==> config.mk <==
export PLATFORM = sky130hd
export DESIGN_NAME = fetch_stage
export DESIGN_NICKNAME = d
export VERILOG_FILES = /design/src/rtl/fetch_stage.sv
export SDC_FILE = /design/constraint.sdc
export NUM_CORES = 1
export LEC_CHECK = 0
export CELL_PAD_IN_SITES_DETAIL_PLACEMENT = 2
export CELL_PAD_IN_SITES_GLOBAL_PLACEMENT = 2
export CORE_MARGIN = 4
export CORE_UTILIZATION = 21
export CTS_BUF_LIST = sky130_fd_sc_hd__clkbuf_4 sky130_fd_sc_hd__clkbuf_8 sky130_fd_sc_hd__clkbuf_16
export DETAILED_ROUTE_END_ITERATION = 10
export GPL_TIMING_DRIVEN = 0
export PLACE_DENSITY_LB_ADDON = 0.1
export SETUP_SLACK_MARGIN = 0.2
export SYNTH_ARGS = -nofsm -noshare
export SYNTH_HDL_FRONTEND = slang
export SYNTH_SLANG_ARGS = --single-unit
==> constraint.sdc <==
create_clock -name clk -period 2.7 [get_ports clk]
set_input_delay 0.54 -clock clk [delete_from_list [all_inputs] [get_ports clk]]
set_output_delay 0.54 -clock clk [all_outputs]
set_load 0.03 [all_outputs]
==> src/rtl/fetch_stage.sv <==
// fetch_stage: instruction-fetch front end.
// Owns the PC, drives the synchronous-read instruction memory address, and pairs
// each returned word with its PC for decode over a valid/ready handshake.
// Optional misaligned-redirect trap is enabled by defining FETCH_MISALIGN_TRAP_EN;
// without it, redirect targets are forced word-aligned and out_misalign is 0.
module fetch_stage #(
  parameter logic [31:0] RESET_PC = 32'h0000_0000
) (
  input  logic        clk,
  input  logic        rst,
  input  logic        fetch_en,
  input  logic        redirect_valid,
  input  logic [31:0] redirect_pc,
  output logic [31:0] imem_addr,
  input  logic [31:0] imem_rd_data,
  output logic        out_valid,
  input  logic        out_ready,
  output logic [31:0] out_pc,
  output logic [31:0] out_inst,
  output logic        out_misalign,
  output logic [31:0] fetch_count
);

  localparam logic [1:0] ST_IDLE = 2'd0;
  localparam logic [1:0] ST_RUN  = 2'd1;
  localparam logic [1:0] ST_TRAP = 2'd2;

  // pc_q holds the address whose word is on imem_rd_data while running,
  // or the next address to fetch while idle.
  logic [31:0] pc_q, pc_d;
  logic [31:0] cnt_q, cnt_d;
  logic [1:0]  st_q, st_d;

  // Redirect target after alignment handling, and the state a redirect lands in.
  logic [31:0] tgt_pc;
  logic [1:0]  tgt_st;
  logic [31:0] pc_inc;

  assign pc_inc = pc_q + 32'd4;

`ifdef FETCH_MISALIGN_TRAP_EN
  localparam logic [31:0] NOP_INST = 32'h0000_0013;

  // Set once the trap NOP has been handed to decode so it is delivered only once.
  logic trap_acc_q, trap_acc_d;
  logic tgt_mis;

  assign tgt_pc = redirect_pc;
  assign tgt_mis = |redirect_pc[1:0];
  assign tgt_st = tgt_mis ? ST_TRAP : (fetch_en ? ST_RUN : ST_IDLE);
`else
  // Low address bits are simply dropped: the target is always word-aligned.
  assign tgt_pc = redirect_pc & 32'hFFFF_FFFC;
  assign tgt_st = fetch_en ? ST_RUN : ST_IDLE;
`endif

  assign out_pc      = pc_q;
  assign fetch_count = cnt_q;

  // Next-state, memory address and decode-side outputs; redirect beats stall beats advance.
  always_comb begin
    pc_d         = pc_q;
    st_d         = st_q;
    cnt_d        = cnt_q;
    imem_addr    = pc_q;
    out_valid    = 1'b0;
    out_misalign = 1'b0;
    out_inst     = imem_rd_data;
`ifdef FETCH_MISALIGN_TRAP_EN
    trap_acc_d   = trap_acc_q;
`endif
    case (st_q)
      ST_IDLE: begin
        if (redirect_valid) begin
          imem_addr = tgt_pc;
          pc_d      = tgt_pc;
          st_d      = tgt_st;
        end else if (fetch_en) begin
          // Word for pc_q arrives next cycle; that is the single restart bubble.
          st_d = ST_RUN;
        end
      end
      ST_RUN: begin
        out_valid = ~redirect_valid;
        if (redirect_valid) begin
          // Current word is squashed and the target fetch starts immediately.
          imem_addr = tgt_pc;
          pc_d      = tgt_pc;
          st_d      = tgt_st;
        end else if (out_ready) begin
          imem_addr = pc_inc;
          pc_d      = pc_inc;
          cnt_d     = cnt_q + 32'd1;
          st_d      = fetch_en ? ST_RUN : ST_IDLE;
        end
        // Stall: re-presenting pc_q keeps imem_rd_data stable.
      end
`ifdef FETCH_MISALIGN_TRAP_EN
      ST_TRAP: begin
        out_misalign = 1'b1;
        out_inst     = NOP_INST;
        out_valid    = ~redirect_valid & ~trap_acc_q;
        if (redirect_valid) begin
          imem_addr = tgt_pc;
          pc_d      = tgt_pc;
          st_d      = tgt_st;
        end else if (out_ready && !trap_acc_q) begin
          cnt_d      = cnt_q + 32'd1;
          trap_acc_d = 1'b1;
        end
      end
`endif
      default: begin
        st_d = ST_IDLE;
      end
    endcase
`ifdef FETCH_MISALIGN_TRAP_EN
    // Any redirect (including one that re-arms the trap) clears the delivered flag.
    if (redirect_valid) begin
      trap_acc_d = 1'b0;
    end
`endif
    // Reset dominates everything visible to memory and decode.
    if (rst) begin
      imem_addr    = RESET_PC;
      out_valid    = 1'b0;
      out_misalign = 1'b0;
    end
  end

  // PC, state and delivered-instruction counter registers.
  always_ff @(posedge clk) begin
    if (rst) begin
      pc_q  <= RESET_PC;
      st_q  <= ST_IDLE;
      cnt_q <= 32'd0;
    end else begin
      pc_q  <= pc_d;
      st_q  <= st_d;
      cnt_q <= cnt_d;
    end
  end

`ifdef FETCH_MISALIGN_TRAP_EN
  // Trap-delivered flag register.
  always_ff @(posedge clk) begin
    if (rst) begin
      trap_acc_q <= 1'b0;
    end else begin
      trap_acc_q <= trap_acc_d;
    end
  end
`endif

endmodule

**Yosys cells after proc, flatten, opt, wreduce, memory -nomap -nowiden**

Index checks and enable logic that the tools add are counted.
W data, S select, Z words.

- Add/subtract/negate cells: 2
- Multiply operators: 0
- Div/mod/pow operators: 0
- Order comparisons: 0
- Equality and inequality tests: 3
- Shift operators: 0
- Muxes and demuxes: 13
- Bitwise operators: 1
- Reductions and logical operators: 3

Operators with widths:

| kind | number |
|---|---|
| $mux W32 | 4 |
| $pmux W32 S2 | 1 |
| $add A32 B1 Y32 const B | 1 |
| $add A32 B3 Y32 const B | 1 |
| $mux W2 | 4 |
| $ne A3 B3 Y1 const B | 2 |
| $pmux W2 S2 | 1 |
| $mux W1 | 3 |
| $reduce_and A3 Y1 | 1 |
| $eq A2 B1 Y1 const B | 1 |
| $logic_not A2 Y1 | 1 |
| $reduce_and A2 Y1 | 1 |
| $not A1 Y1 | 1 |

- Flip-flop bits (word level): 66
- Latch bits: 0
- Memory bits (writable): 0
- Memory bits (read-only): 0
- Bits of input ports: 69
- Output and inout bits: 130
- Word-level logic and storage cells: 25
- Memories kept: 0

**Longest topological paths before layout**

Gate-level depths: netlist (run 1).

- Word-level depth: 5
- Gate-level depth with buffers: 7
- Gate-level depth less buffers: 5

**Worst setup path after synthesis (run 1)**

No wires, ideal clock.

- Path type: reg2out
- Start point: register pc_q[4], in the netlist out_pc[4]
- End point: output imem_addr[25]
- Data arrival time: 2.755 ns
- Required time: 2.160 ns
- Slack: -0.595 ns
- Cell stages (with the launch flop): 6
- Path buffers: 1
- Cells stage by stage: dfxtp_1 -> and4_1 -> buf_6 -> nand4_4 -> o41a_2 -> a2111oi_1

- Word-level cells in the longest chain between the ends: 5

Ends and longest elaborated chain:

| item | RTL line | RTL |
|---|---|---|
| start: declaration | 30 | `logic [31:0] pc_q, pc_d;` |
| start signal: assignment | 138 | `pc_q <= pc_d;` |
| $add A32 B3 Y32 | 39 | `assign pc_inc = pc_q + 32'd4;` |
| $mux W32 | 90 | `end else if (out_ready) begin` |
| $mux W32 | 85 | `if (redirect_valid) begin` |
| $pmux W32 S2 | 72 | `case (st_q)` |
| $mux W32 | 124 | `if (rst) begin` |
| end: declaration | 14 | `output logic [31:0] imem_addr,` |

Every way passes these cells.

**Worst setup path after layout (run 1)**

- Start point: register pc_q[2], in the netlist out_pc[2]
- End point: output imem_addr[30]

The elaborated chain is that of the path after synthesis.

==> results of run 1 <==
cell usage after synthesis, types with 3 or more instances:
master / n
o21ai_0: 17
a311oi_1: 13
inv_1: 9
o31ai_1: 19
buf_4: 34
or3_1: 14
nand4_1: 28
clkbuf_1: 20
buf_6: 4
nor2_1: 40
nand2_1: 28
nor4_1: 4
xnor2_1: 6
and2_1: 4
o211ai_1: 3
a211oi_1: 9
and3_1: 11
a21oi_1: 25
nor3_1: 4
nand3_1: 15
buf_2: 5
dfxtp_1: 65
and4_1: 12
or4_1: 22
xor2_1: 12
layer usage:
metal / part of all wire [%] / vias up / global-route usage (%)
li1: - / 2096 / -
met4: 1.7 / 0 / 5.86
met3: 4.9 / 16 / 3.73
met1: 45 / 2206 / 22.5
met5: 0 / - / 0
met2: 49 / 138 / 30.2
critical path, delay by kind of cell (launching register included):
kind | cells | cell delay [ps]
fa+ha+maj | 1 | 140
buf+inv | 2 | 290
compound gates | 1 | 320
flops | 1 | 370
simple gates | 3 | 860
cell usage in the layout (no fill, tap or decap), drive strengths merged, types with 5 or more instances in the layout:
master         netlist  final
clkinv               0      5
nor2                40     40
o21ai               17     17
a311oi              13     13
a211oi               9      9
nand4               30     30
nand2               28     28
nand3               15     15
dfxtp               65     65
xnor2                6      6
or4                 23     23
clkdlybuf4s50        0    127
o31ai               19     19
and3                11     11
clkbuf              21     34
inv                 10     10
or3                 14     14
buf                 43    107
a21oi               25     25
and4                13     13
xor2                12     12
registers in the layout, indices dropped and copies added (netlist names):
register	cells
fetch_count	32
out_pc	32
st_q	1
power by group through the flow:
stage / Sequential [mW] / Combinational (mW) / Clock, mW
final: 1.05 / 0.664 / 1.11
after global routing: 1.05 / 0.701 / 1.18
after CTS: 1.04 / 0.661 / 1.14
after detailed placement: 1.07 / 0.622 / 0
after global placement: 1.07 / 0.615 / 0
after floorplan: 1.11 / 0.295 / 0
logic make-up (layout without fill, tap and decap cells):
family | Yosys count | in the layout | share of synthesized area (%)
compound gates | 95 | 95 | 17.3
xor+xnor | 18 | 18 | 4.23
fa+ha+maj | 2 | 2 | 0.672
buf+inv | 74 | 286 | 11.9
flops | 65 | 65 | 34.9
mux | 2 | 2 | 0.605
other cells | 1 | 2 | 0.101
simple gates | 194 | 194 | 30.2
worst paths after layout:
check	startpoint	end
worst max register to register	st_q[0]$_SDFFE_PP0P_	fetch_count[30]$_SDFFE_PP0P_
worst min register to register	fetch_count[18]$_SDFFE_PP0P_	fetch_count[18]$_SDFFE_PP0P_
worst min-delay path	fetch_count[18]$_SDFFE_PP0P_	fetch_count[18]$_SDFFE_PP0P_
worst max-delay path	out_pc[2]$_DFF_P_	imem_addr[30]
area by class of cell:
type                       instances  share of cell area [%]
antenna                            1                  0.0365
buffer                            64                    7.34
clock buffer                      10                    3.40
clock inverter                     6                   0.530
inverter                          10                   0.658
multi-input combinational        312                    36.4
sequential                        65                    20.1
tap                              225                    4.11
timing repair buffer             196                    27.4
metrics by stage:
stage          worst slack [ps]  utilization [%]
2_1_floorplan              81.7                -
3_3_place_gp              -1260             34.2
3_5_place_dp              -1290             34.2
4_1_cts                    -163             38.7
5_1_grt                    -239             39.5
6_report                   -180             39.5
repair_timing:
item,in CTS,in global routing
pin swaps,30,10
hold buffers,0,0
buffers inserted,27,5
gates cloned,2,0
resized for setup,282,30
endpoints found under the setup margin,34,31
==> run summary, run 1 <==
The global-route wire length before repair is 27,900 µm. The number of warning messages in the yosys log came out at 0. Sorting the synthesized cells by area gives the leading types as dfxtp_1 35%, buf_4 6.9%, nand4_1 4.7%, or4_1 4.4%, nor2_1 4.0%.

The element type at the critical path start is a flip-flop. The data required time at the worst endpoint came out at approximately 2200 ps. In this run the power density over the cells is ~410 mW/mm². The slowest cell on the critical path is or4_4. The number of antenna violations at the first check in global routing came out at 1.

The relative area change from synthesis to final layout is 83.9%. The total number of vias came out at about 4,500. On the worst path, the slowest cell contributes a delay of 510 ps.

The switching power as a share of total power came out at between 30% and 40%. The final routed DRC violation total is 0. For flop-to-flop paths, the worst setup slack is 430 ps. In this run, placement finished with an instance count of between 800 and 900. The CTS tree is built. CTS placed an instance of clkbuf_16 at the clock tree root. The register area is about 0.0014 mm². Between clock sinks in the finished design, the worst skew comes to a little under 9 ps. The worst hold path belongs to the class reg -> reg. The number of nets produced by synthesis is between 500 and 600. The summed negative setup slack over all endpoints is -1370 ps. The number of standard-cell rows in the floorplan is 48. The global-route total usage across every layer came out at 17.8%. The net total in the final layout is ~730.

The post-synthesis register bit count came out at 65. The area of the mapped netlist came out at 0.00372 mm². The final period utilization is 107%.

The design draws 2.82 mW. The highest clock frequency the design can meet is roughly 350 MHz. The final weighted congestion of routability-driven global placement came out at ~0.77. The dominant cell type by area after synthesis is dfxtp_1. The total detailed-routing wirelength is between 15,000 and 20,000 µm. The number of cells on the worst reg-to-reg path came out at 8.

The count of pins over their slew limit is 0. The number of enable-type register cells in the synthesized netlist came out at 0. The number of top-level pins is around 200. The final worst slack is -180 ps.

The final reports fail on negative setup slack. The total cell area at the placement stage is slightly below 0.006 mm². The total iterations of the first detailed-routing run is 4. The H-tree depth reported by CTS came out at 3. The worst-case hold slack is 519 ps. The cell-internal power is around 1.9 mW. The number of hold violations in the final report is 0.

The number of library cell types mapped by synthesis came out at between 40 and 50. The worst setup path is of the reg -> out kind. The final cell count without fillers is 889. Averaged over all synthesized cells, the footprint is about 8.3 µm². The initial utilization of the core area, before any placement, comes to approximately 21%. The clock reaches the later pin of the worst-skew pair after approximately 350 ps. The total of fill cells in the finished design is 1,880.

From bottom edge to top edge, the die measures approximately 140 µm. The proportion of register bits with asynchronous set or reset after synthesis is 0%. The final critical delay including setup and external delays came out at 2880 ps. Entering global routing, the biggest net connects 13 pins. The clock network burns about 39% of the power. The full die area came out at 0.0199 mm².

The sequential element share of the synthesized area is 34.9%. Among all flip-flop cells after synthesis, the most frequent one is dfxtp_1. Dividing the detail-routed wire length by the instance count gives around 20 µm. STA puts the critical path data arrival time at roughly 2300 ps. Summing all multi-input logic gate instances after layout gives between 0.002 and 0.0025 mm². Using the TritonRoute via totals, the vias-per-cell ratio works out to 5.01. Summed over all cells, the static leakage comes to 2.46 nW. In this run, the number of DRC markers left after iteration 0 of detailed routing was around 130.

The count of nets left with antenna violations after detail routing came out at 0. The total overflow reported by the global router came out at 0. The CTS clock-pin slew for the worst setup and hold paths is around 60 ps.

The post-synthesis cell count is around 450. In this run the worst path has a maximum fanout of 5. The critical path endpoint category is an output port. The horizontal die dimension is between 100 and 150 µm.

Walking the worst path, the cells encountered are ha_4 -> and4_4 -> buf_12 -> nand3_4 -> or4_4 -> a311oi_4 -> buf_6. The number of sinks on the clock net is between 60 and 70. Of the post-synthesis cell area, the dominant cell type holds between 30% and 40%.

The fraction of layout cells with a size suffix above 1 is around 36%. The number of global-route vias before repair came out at a little under 5,000. The depth of the worst hold-timing path is 2.

The flow ran to the end, but the final reports show violations. The actual transition at the worst max-transition pin came out at roughly 620 ps. The worst IR drop on VDD came out at roughly 0.31 mV. The clock passes through at most 2 buffers. The switching power total is around 0.9 mW.

Setup repair after global routing could not meet its margin everywhere. The detailed placement HPWL came out at about 13,000 µm. The total clock buffers created by CTS is 9. Port buffering added 162 buffers. The final instance area came out at 0.00685 mm². The sequential share of power is a little under two fifths. The area inside the core boundary came out at around 0.017 mm². Of the total power, combinational logic draws 23.5%. Setup violations remaining at the end of the flow were counted as 13.

The max-capacitance violation count is 0. Headroom to the max-slew limit came out at 58.8%.
No activity file was read; power rests on OpenSTA's default activity.
==> run 2, diff against run 1 <==
CTS_CLUSTER_SIZE = 24   (was not set)
SETUP_SLACK_MARGIN = not set   (was 0.2)
==> run 2 against run 1 <==
The run still ends with negative setup slack left. Cell area decreased by 0.86%. Clock power increased by 11%. Register-to-register slack got worse by 40 ps. Highest routed layer unchanged. Final cell count increased by 0.90%. Largest cell class is now non-clock buffers. Sequential share of layout area increased by 0.19 points.
==> run summary, run 2 (same netlist as run 1, synthesis figures left out) <==
Result of the run: finished with violations (unchanged). Failing checks: negative setup slack (unchanged). The most common cell after layout, fill and taps aside is clkdlybuf4s50_1 (unchanged). Top library cells by usage in the layout, fill and taps aside: 127 x clkdlybuf4s50_1, 86 x buf_4, 41 x dfxtp_1 (was 127 x clkdlybuf4s50_1, 72 x buf_4, 40 x nor2_1, 40 x dfxtp_1, 28 x nand4_1). The worst slew slack as a fraction of its limit was 26.3% (was 58.8%). The leakage dissipation is 2.45 nW (was 2.46 nW). The relative area change from synthesis to final layout came to 82.4% (was 83.9%). The final period utilization is 107% (about the same).

The library cell used as clock root buffer is clkbuf_16 (unchanged). The CTS clock-pin slew for the worst setup and hold paths came to 60 ps (about the same). The detailed placement HPWL is 13,400 µm (was 13,200 µm). The highest clock frequency the design can meet is 346 MHz (was 347 MHz). The category of the most critical setup path is reg -> out (unchanged). The class of the tightest hold or removal check is reg -> reg (unchanged).

The latest clock arrival within the worst-skew pair is 340 ps (was 350 ps). The number of antenna violations at the first check in global routing is 0 (was 1). The net total in the final layout is 738 (was 729). The area of combinational cells with multiple inputs is 0.00239 mm² (was 0.00249 mm²).

The DRC marker count from the first detailed-route iteration came out at 123 (was 133). The register area is 0.00138 mm² (about the same). The critical path endpoint category is an output port (unchanged). The total detailed-routing wirelength was 18,400 µm (was 18,000 µm). The deepest clock path buffer count is 2 (unchanged). The max-capacitance violation count was 0 (unchanged). The total clock buffers created by CTS came out at 9 (unchanged).

Setup repair after global routing missed its margin: true (unchanged). The number of global-route vias before repair came out at 4,963 (was 4,820). The final routed DRC violation total was 0 (unchanged). The count of pins over their slew limit came to 0 (unchanged).

The final worst slack came to -187 ps (was -180 ps). The total overflow reported by the global router is 0 (unchanged). The arrival time at the worst endpoint came out at 2350 ps (was 2340 ps). The count of nets left with antenna violations after detail routing is 0 (unchanged).

The global-route wire length before repair is 28,200 µm (was 27,900 µm). The number of hold buffers added after CTS is 0 (unchanged). The fraction of layout cells with a size suffix above 1 came out at 35.0% (was 35.9%).

The number of hold violations in the final report came out at 0 (unchanged). The number of inserted diodes is 0 (was 1). The number of vias per cell after detailed routing is 4.93 (was 5.01). The total number of vias was 4,419 (was 4,456).

The area inside the core boundary was 0.0174 mm² (unchanged). The CTS tree is built (unchanged). The actual transition at the worst max-transition pin came out at 1110 ps (was 619 ps). The H-tree depth reported by CTS was 3 (unchanged). The data required time at the worst endpoint came to 2160 ps (about the same).

The power density relative to cell area is 432 mW/mm² (was 412 mW/mm²). The starting utilization of the core area came out at 21.5% (unchanged). The total iterations of the first detailed-routing run came out at 4 (unchanged). The global-route total usage across every layer is 18.1% (was 17.8%). The number of standard-cell rows in the floorplan is 48 (unchanged). The total of fill cells in the finished design came to 1,886 (was 1,880). The horizontal die dimension was 141 µm (unchanged). The final critical delay including setup and external delays is 2890 ps (was 2880 ps). The full die area is 0.0199 mm² (unchanged).

The largest net degree at the start of global routing is 12 (was 13). The final weighted congestion of routability-driven global placement is 0.804 (was 0.769). The final count of negative-setup-slack endpoints was 14 (was 13). The number of top-level pins is 199 (unchanged).

The worst clock skew on the final layout is 3.85 ps (was 8.75 ps). The die outline height is 141 µm (unchanged). The count of input and output buffers is 162 (unchanged). The routed length per placed instance came out at 20.5 µm (was 20.2 µm). The worst-path maximum fanout came out at 5 (unchanged). The number of sinks on the clock net is 65 (unchanged). The element type at the critical path start is a flip-flop (unchanged). The summed negative setup slack over all endpoints came out at -1390 ps (was -1370 ps). The worst IR drop on VDD came out at 0.297 mV (was 0.313 mV). The worst-case hold slack came out at 511 ps (was 519 ps).
-- run 2: area by class of cell --
class,count,area share (%)
clock inverter,5,0.829
inverter,10,0.590
buffer,62,6.93
sequential,65,20.3
clock buffer,11,3.54
tap,225,4.15
timing repair buffer,207,28.6
multi-input combinational,312,35.1
-- run 2: repair_timing --
item | 4_1_cts | 5_1_grt
pin swaps | 29 | 16
buffers inserted | 29 | 15
hold endpoints to repair | 0 | 0
gates resized for setup | 296 | 32
setup endpoints to repair | 34 | 20
gates cloned | 1 | 0
-- run 2: layer usage --
| metal | global-route usage (%) | vias up | wire length [µm] |
|---|---|---|---|
| met5 | 0 | - | 0 |
| met4 | 5.76 | 0 | 329 |
| met3 | 4.00 | 20 | 1020 |
| met2 | 31.9 | 125 | 9310 |
| met1 | 21.7 | 2179 | 7720 |
| li1 | - | 2095 | - |
-- run 2: path summary, 6_finish.rpt --
path / from / to / slack [ps] / cells past startpoint
max: out_pc[2]$_DFF_P_ / imem_addr[24] / -190 / 7
min: fetch_count[26]$_SDFFE_PP0P_ / fetch_count[26]$_SDFFE_PP0P_ / 510 / 2
max reg2reg: fetch_count[0]$_SDFFE_PP0P_ / fetch_count[30]$_SDFFE_PP0P_ / 390 / 7
min reg2reg: fetch_count[26]$_SDFFE_PP0P_ / fetch_count[26]$_SDFFE_PP0P_ / 510 / 2
-- run 2: critical path, stage by stage (launching register included) --
cell	delay, ps
dfxtp_4	370
ha_4	130
and4_4	210
nand4_1	140
clkbuf_8	190
or4_4	430
a311oi_4	350
buf_6	180
-- run 2: stage by stage --
step	cells	cell area, µm²	util [%]	total power, mW	worst slack, ps
3_5_place_dp	838	5780	33.3	1.67	-1510
5_1_grt	897	6790	39.1	3.05	-264
2_1_floorplan	451	3880	-	1.39	-97.8
3_3_place_gp	838	5780	33.3	1.67	-1530
4_1_cts	883	6560	37.8	2.96	-220
6_report	897	6790	39.1	2.93	-187
-- run 2: power by group --
part	total, mW	switching (mW)	internal [mW]
combinational	0.665	0.369	0.296
clock	1.23	0.491	0.735
sequential	1.04	0.0524	0.988
total	2.93	0.913	2.02
==> run 3, diff against run 2 <==
ABC_CLOCK_PERIOD_IN_PS = 2700   (was not set)
==> results of run 3 <==
The final DEF is identical to that of run 2; final timing and power are the same.
==> patch 1: new RTL, flow settings as in run 3 <==
The option `FETCH_MISALIGN_TRAP_EN` is turned on by a define.
--- a/src/rtl/fetch_stage.sv
+++ b/src/rtl/fetch_stage.sv
@@ -3,6 +3,8 @@
 // each returned word with its PC for decode over a valid/ready handshake.
 // Optional misaligned-redirect trap is enabled by defining FETCH_MISALIGN_TRAP_EN;
 // without it, redirect targets are forced word-aligned and out_misalign is 0.
+`define FETCH_MISALIGN_TRAP_EN
+
 module fetch_stage #(
   parameter logic [31:0] RESET_PC = 32'h0000_0000
 ) (
Function: changed (Yosys sat finds a counterexample within 4 cycles, from zero or initial values and one cycle with rst high).
==> patch 1 against run 3 <==
The flow still finishes with violations (setup timing). Synthesized cell count increased by 22%. Non-clock buffer count increased by 29. Count of clock-buffer cells in the layout fell by 1. Sequential cell count up 2. First-iteration DRC count increased by 110%. Register-to-register slack worse by 170 ps. Area after synthesis grew 12%. Cell count increased by 22%. Cell area rose by 20%. Global-route usage increased by 3.2 points. Routed wire length rose by 40%. Setup slack worse by 160 ps. Largest cell class is now multi-input combinational cells.
Power is not compared: it rests on default switching activity, and its combinational part moved more than twofold at a synthesized area within 25%.
==> patch 1: results (changes against run 3) <==
Status
  • Status: finished with violations (unchanged)
  • Failing checks: setup timing (unchanged)

Logic synthesis
  • Dominant cell by count in the synthesized netlist: nor2_1 (was dfxtp_1)
  • Sequential area share after synthesis: 32.1% (was 34.9%)
  • Cell count after synthesis: 550 (was 451)

Detailed routing
  • DRT iter0 DRCs: 258 (was 123)
  • Routed wire per std cell: 23.5 um (was 20.5 um)

Timing
  • Final Setup Violations: 20 (was 14)
  • Final Skew: 9.15 ps (was 3.85 ps)
  • Total Neg Setup Slack: -2600 ps (was -1390 ps)
  • Worst slew pin tran: 942 ps (was 1110 ps)
  • Final worst slack: -347 ps (was -187 ps)

Global routing
  • Vias in the first global route: 5962 (was 4963)
  • Initial antenna violation count: 1 (was 0)
  • First-pass GRT wire length: 36.4 mm (was 28.2 mm)
  • Largest net degree at the start of global routing: 13 (was 12)

Worst hold path
  • Worst hold start: out_pc[1] (was fetch_count[26])
  • Destination of the worst hold path: out_pc[1] (was fetch_count[26])

Placed design
  • IO buf count: 196 (was 162)

Worst setup path
  • R2R Setup Slk: 220 ps (was 390 ps)
  • Max FO, Critical Path: 4 (was 5)
  • Worst path max stage delay: 570 ps (was 430 ps)
  • Worst reg2reg path endpoint: fetch_count[25] (was fetch_count[30])

Final layout
  • Nets: 901 (was 738)
  • Non-filler instance count after layout: 1095 (was 897)
-- patch 1: how the worst max path moves through the flow --
stage               cells after the start      startpoint       endpoint  slack, ps
global route                            8         st_q[1]  imem_addr[31]       -410
finish                                  6      out_pc[19]  imem_addr[25]       -350
floorplan                               7  redirect_valid   imem_addr[6]       -160
global placement                        9  redirect_valid  imem_addr[26]      -1780
detailed placement                      9  redirect_valid  imem_addr[26]      -1900
CTS                                     6      out_pc[15]  imem_addr[25]       -300
-- patch 1: timing repair --
item | 4_1_cts | 5_1_grt
pin swaps | 38 | 44
hold buffers | 0 | 0
buffers inserted | 48 | 30
endpoints found under the setup margin | 76 | 34
gates resized for setup | 356 | 92
hold endpoints to repair | 0 | 0
-- patch 1: critical path: cells and delay by family, from the launching register on --
| family | cells | cell delay [ps] |
|---|---|---|
| simple gates | 3 | 1200 |
| buf+inv | 1 | 170 |
| flops | 1 | 410 |
| compound gates | 1 | 130 |
| mux | 1 | 260 |
-- patch 1: through the flow --
stage	instance area (sq um)	util (%)	worst slack (ps)	total power, mW
finish	8180	41.9	-347	3.60
global route	8180	41.9	-411	3.74
CTS	7670	39.3	-297	3.49
detailed placement	6620	33.9	-1900	2.18
global placement	6620	33.9	-1780	2.16
floorplan	4330	-	-156	1.68
-- patch 1: cell type report --
cell class                      instances  area, sq um
Multi-Input combinational cell        435         3330
Sequential cell                        67         1410
Tap cell                              265          332
Inverter                               15         62.6
Clock buffer                           10          239
Buffer                                 25          229
Clock inverter                          5         38.8
Timing Repair Buffer                  273         2540
Fill cell                            2153        11300
-- patch 1: per-layer routing --
layer | global-route usage [%] | up-vias | part of all wire (%)
li1 | - | 2551 | -
met1 | 24.6 | 2801 | 39
met3 | 4.35 | 41 | 5.1
met5 | 0 | - | 0.050
met4 | 6.18 | 2 | 2.3
met2 | 39.4 | 157 | 53
-- patch 1: logic make-up (layout without fill, tap and decap cells) --
family / after synthesis / after routing / share of synthesized area, %
AOI/OAI and AO/OA: 116 / 116 / 18.7
xor gates and xnor gates: 31 / 31 / 6.50
adders and majority gates: 6 / 6 / 1.80
buffers and inverters: 48 / 328 / 4.94
DFF: 67 / 67 / 32.1
muxes: 5 / 5 / 1.20
and+or+nand+nor: 277 / 277 / 34.8
-- patch 1: report_power, final --
| part | switching, mW | leakage (nW) | total, mW | internal (mW) |
|---|---|---|---|---|
| registers | 0.0726 | 0.558 | 1.11 | 1.03 |
| logic | 0.773 | 2.31 | 1.35 | 0.578 |
| clock network | 0.500 | 0.131 | 1.15 | 0.645 |
| total | 1.35 | 3.00 | 3.60 | 2.26 |
==> patch 2: new RTL, settings of run 3 <==
Without the edit above. Register the output `fetch_count` once more, with the module's reset; this adds one clock of latency there. The other outputs are not delayed to match.
--- a/src/rtl/fetch_stage.sv
+++ b/src/rtl/fetch_stage.sv
@@ -55,7 +55,13 @@
 `endif
 
   assign out_pc      = pc_q;
-  assign fetch_count = cnt_q;
+  always_ff @(posedge clk) begin
+    if (rst) begin
+      fetch_count <= '0;
+    end else begin
+      fetch_count <= cnt_q;
+    end
+  end
 
   // Next-state, memory address and decode-side outputs; redirect beats stall beats advance.
   always_comb begin
Function: changed (Yosys sat finds a counterexample within 4 cycles, from zero or initial values and one cycle with rst high).
==> patch 2 against run 3 <==
The run still ends with setup timing left. Fmax increased by 5.5%. Setup slack gained 150 ps. Clock skew grew 5.4 ps. Power increased by 31%. Sequential cell count increased by 32. Area after synthesis increased by 25%. Cell area is 12% higher. Routed wire length rose by 5.0%. Largest cell class is now multi-input combinational cells.
==> patch 2: results (changes against run 3) <==
Worst hold path
  • Destination of the worst hold path: out_pc[0] (was fetch_count[26])
  • Worst hold start: out_pc[0] (was fetch_count[26])
  • Hold Path Cell Cnt: 1 (was 2)

Final layout
  • Non-filler instance count after layout: 1000 (was 897)
  • Fillcell total: 2387 (was 1886)
  • Share of cells above drive strength 1: 28.6% (was 35.0%)

Pwr
  • Internal: 2.79 mW (was 2.02 mW)
  • Peak supply drop: 0.000276 V (was 0.000297 V)
  • Leakage Power: 2.88 nW (was 2.45 nW)

Worst setup path
  • Max FO, Critical Path: 7 (was 5)
  • R2R cell count: 6 (was 7)
  • Worst reg2reg path endpoint: cnt_q[28] (was fetch_count[30])
  • Critical Path AT: 2200 ps (was 2350 ps)
  • R2R Setup Slk: 550 ps (was 390 ps)

Status
  • Failing checks: setup timing (unchanged)
  • Status: finished with violations (unchanged)

Global routing
  • Largest net degree at the start of global routing: 17 (was 12)
  • Vias in the first global route: 5149 (was 4963)

Timing
  • Final Setup Violations: 7 (was 14)
  • Final worst slack: -36.5 ps (was -187 ps)
  • Final worst hold slack: 491 ps (was 511 ps)
  • Max transition margin: 61.7% (was 26.3%)

Clocking
  • Clk_lat worst skew: 360 ps (was 340 ps)

Placed design
  • Inst Count DP: 962 (was 838)
  • Placement Cell Area: 0.00674 sq mm (was 0.00578 sq mm)
  • GPL Wtd Cong: 0.782 (was 0.804)
  • Post-DP HPWL: 14.3 mm (was 13.4 mm)

Logic synthesis
  • Syn nets: 591 (was 522)
  • Unique masters post-synth: 53 (was 46)

Detailed routing
  • Vias: 4711 (was 4419)
  • DRT iter0 DRCs: 141 (was 123)
[patch 2: power groups by stage]
stage	Sequential [mW]	Combinational [mW]	Clock, mW
4_1_cts	1.52	0.672	1.70
6_report	1.52	0.682	1.64
3_5_place_dp	1.55	0.639	0
2_1_floorplan	1.60	0.296	0
5_1_grt	1.53	0.721	1.75
3_3_place_gp	1.55	0.634	0
[patch 2: final cells by class]
class | instances | area [sq um] | share of cell area [%]
Multi-Input combinational cell | 346 | 2610 | 34.3
Sequential cell | 97 | 1990 | 26.2
Timing Repair Buffer | 185 | 1730 | 22.7
Buffer | 60 | 490 | 6.45
Tap cell | 280 | 350 | 4.61
Clock buffer | 10 | 239 | 3.14
Clock inverter | 6 | 136 | 1.79
Inverter | 16 | 62.6 | 0.823
[patch 2: logic make-up after synthesis]
kind of cell	count (synthesis)
xor gates and xnor gates	18
buffers and inverters	77
muxes	7
AOI/OAI and AO/OA	85
adders and majority gates	2
and+or+nand+nor	233
DFF	97
other	1
[patch 2: how the worst max path moves through the flow]
stage	endpoint	depth (start not counted)
3_3_place_gp	imem_addr[13]	7
4_1_cts	imem_addr[15]	6
5_1_grt	imem_addr[22]	6
6_report	imem_addr[26]	6
2_1_floorplan	imem_addr[22]	5
3_5_place_dp	imem_addr[13]	7
[patch 2: critical path, stage by stage, from the launching register on]
cell       delay [ps]
dfxtp_4           390
nand4_1           180
nor4_4            420
buf_4             230
a311oi_1          140
a2111oi_4         250
buf_4             220
[patch 2: timing repair]
action                                  4_1_cts  5_1_grt
setup buffers                                15        7
gates resized for setup                     264       35
pin swaps                                    14       12
cloned                                        1        0
endpoints found under the setup margin       53       30
[patch 2: routing by layer]
layer	global-route usage, %	share of wire (%)
met4	4.09	0.99
met2	28.5	52
met1	18.4	43
met5	0	0
met3	2.85	4.4
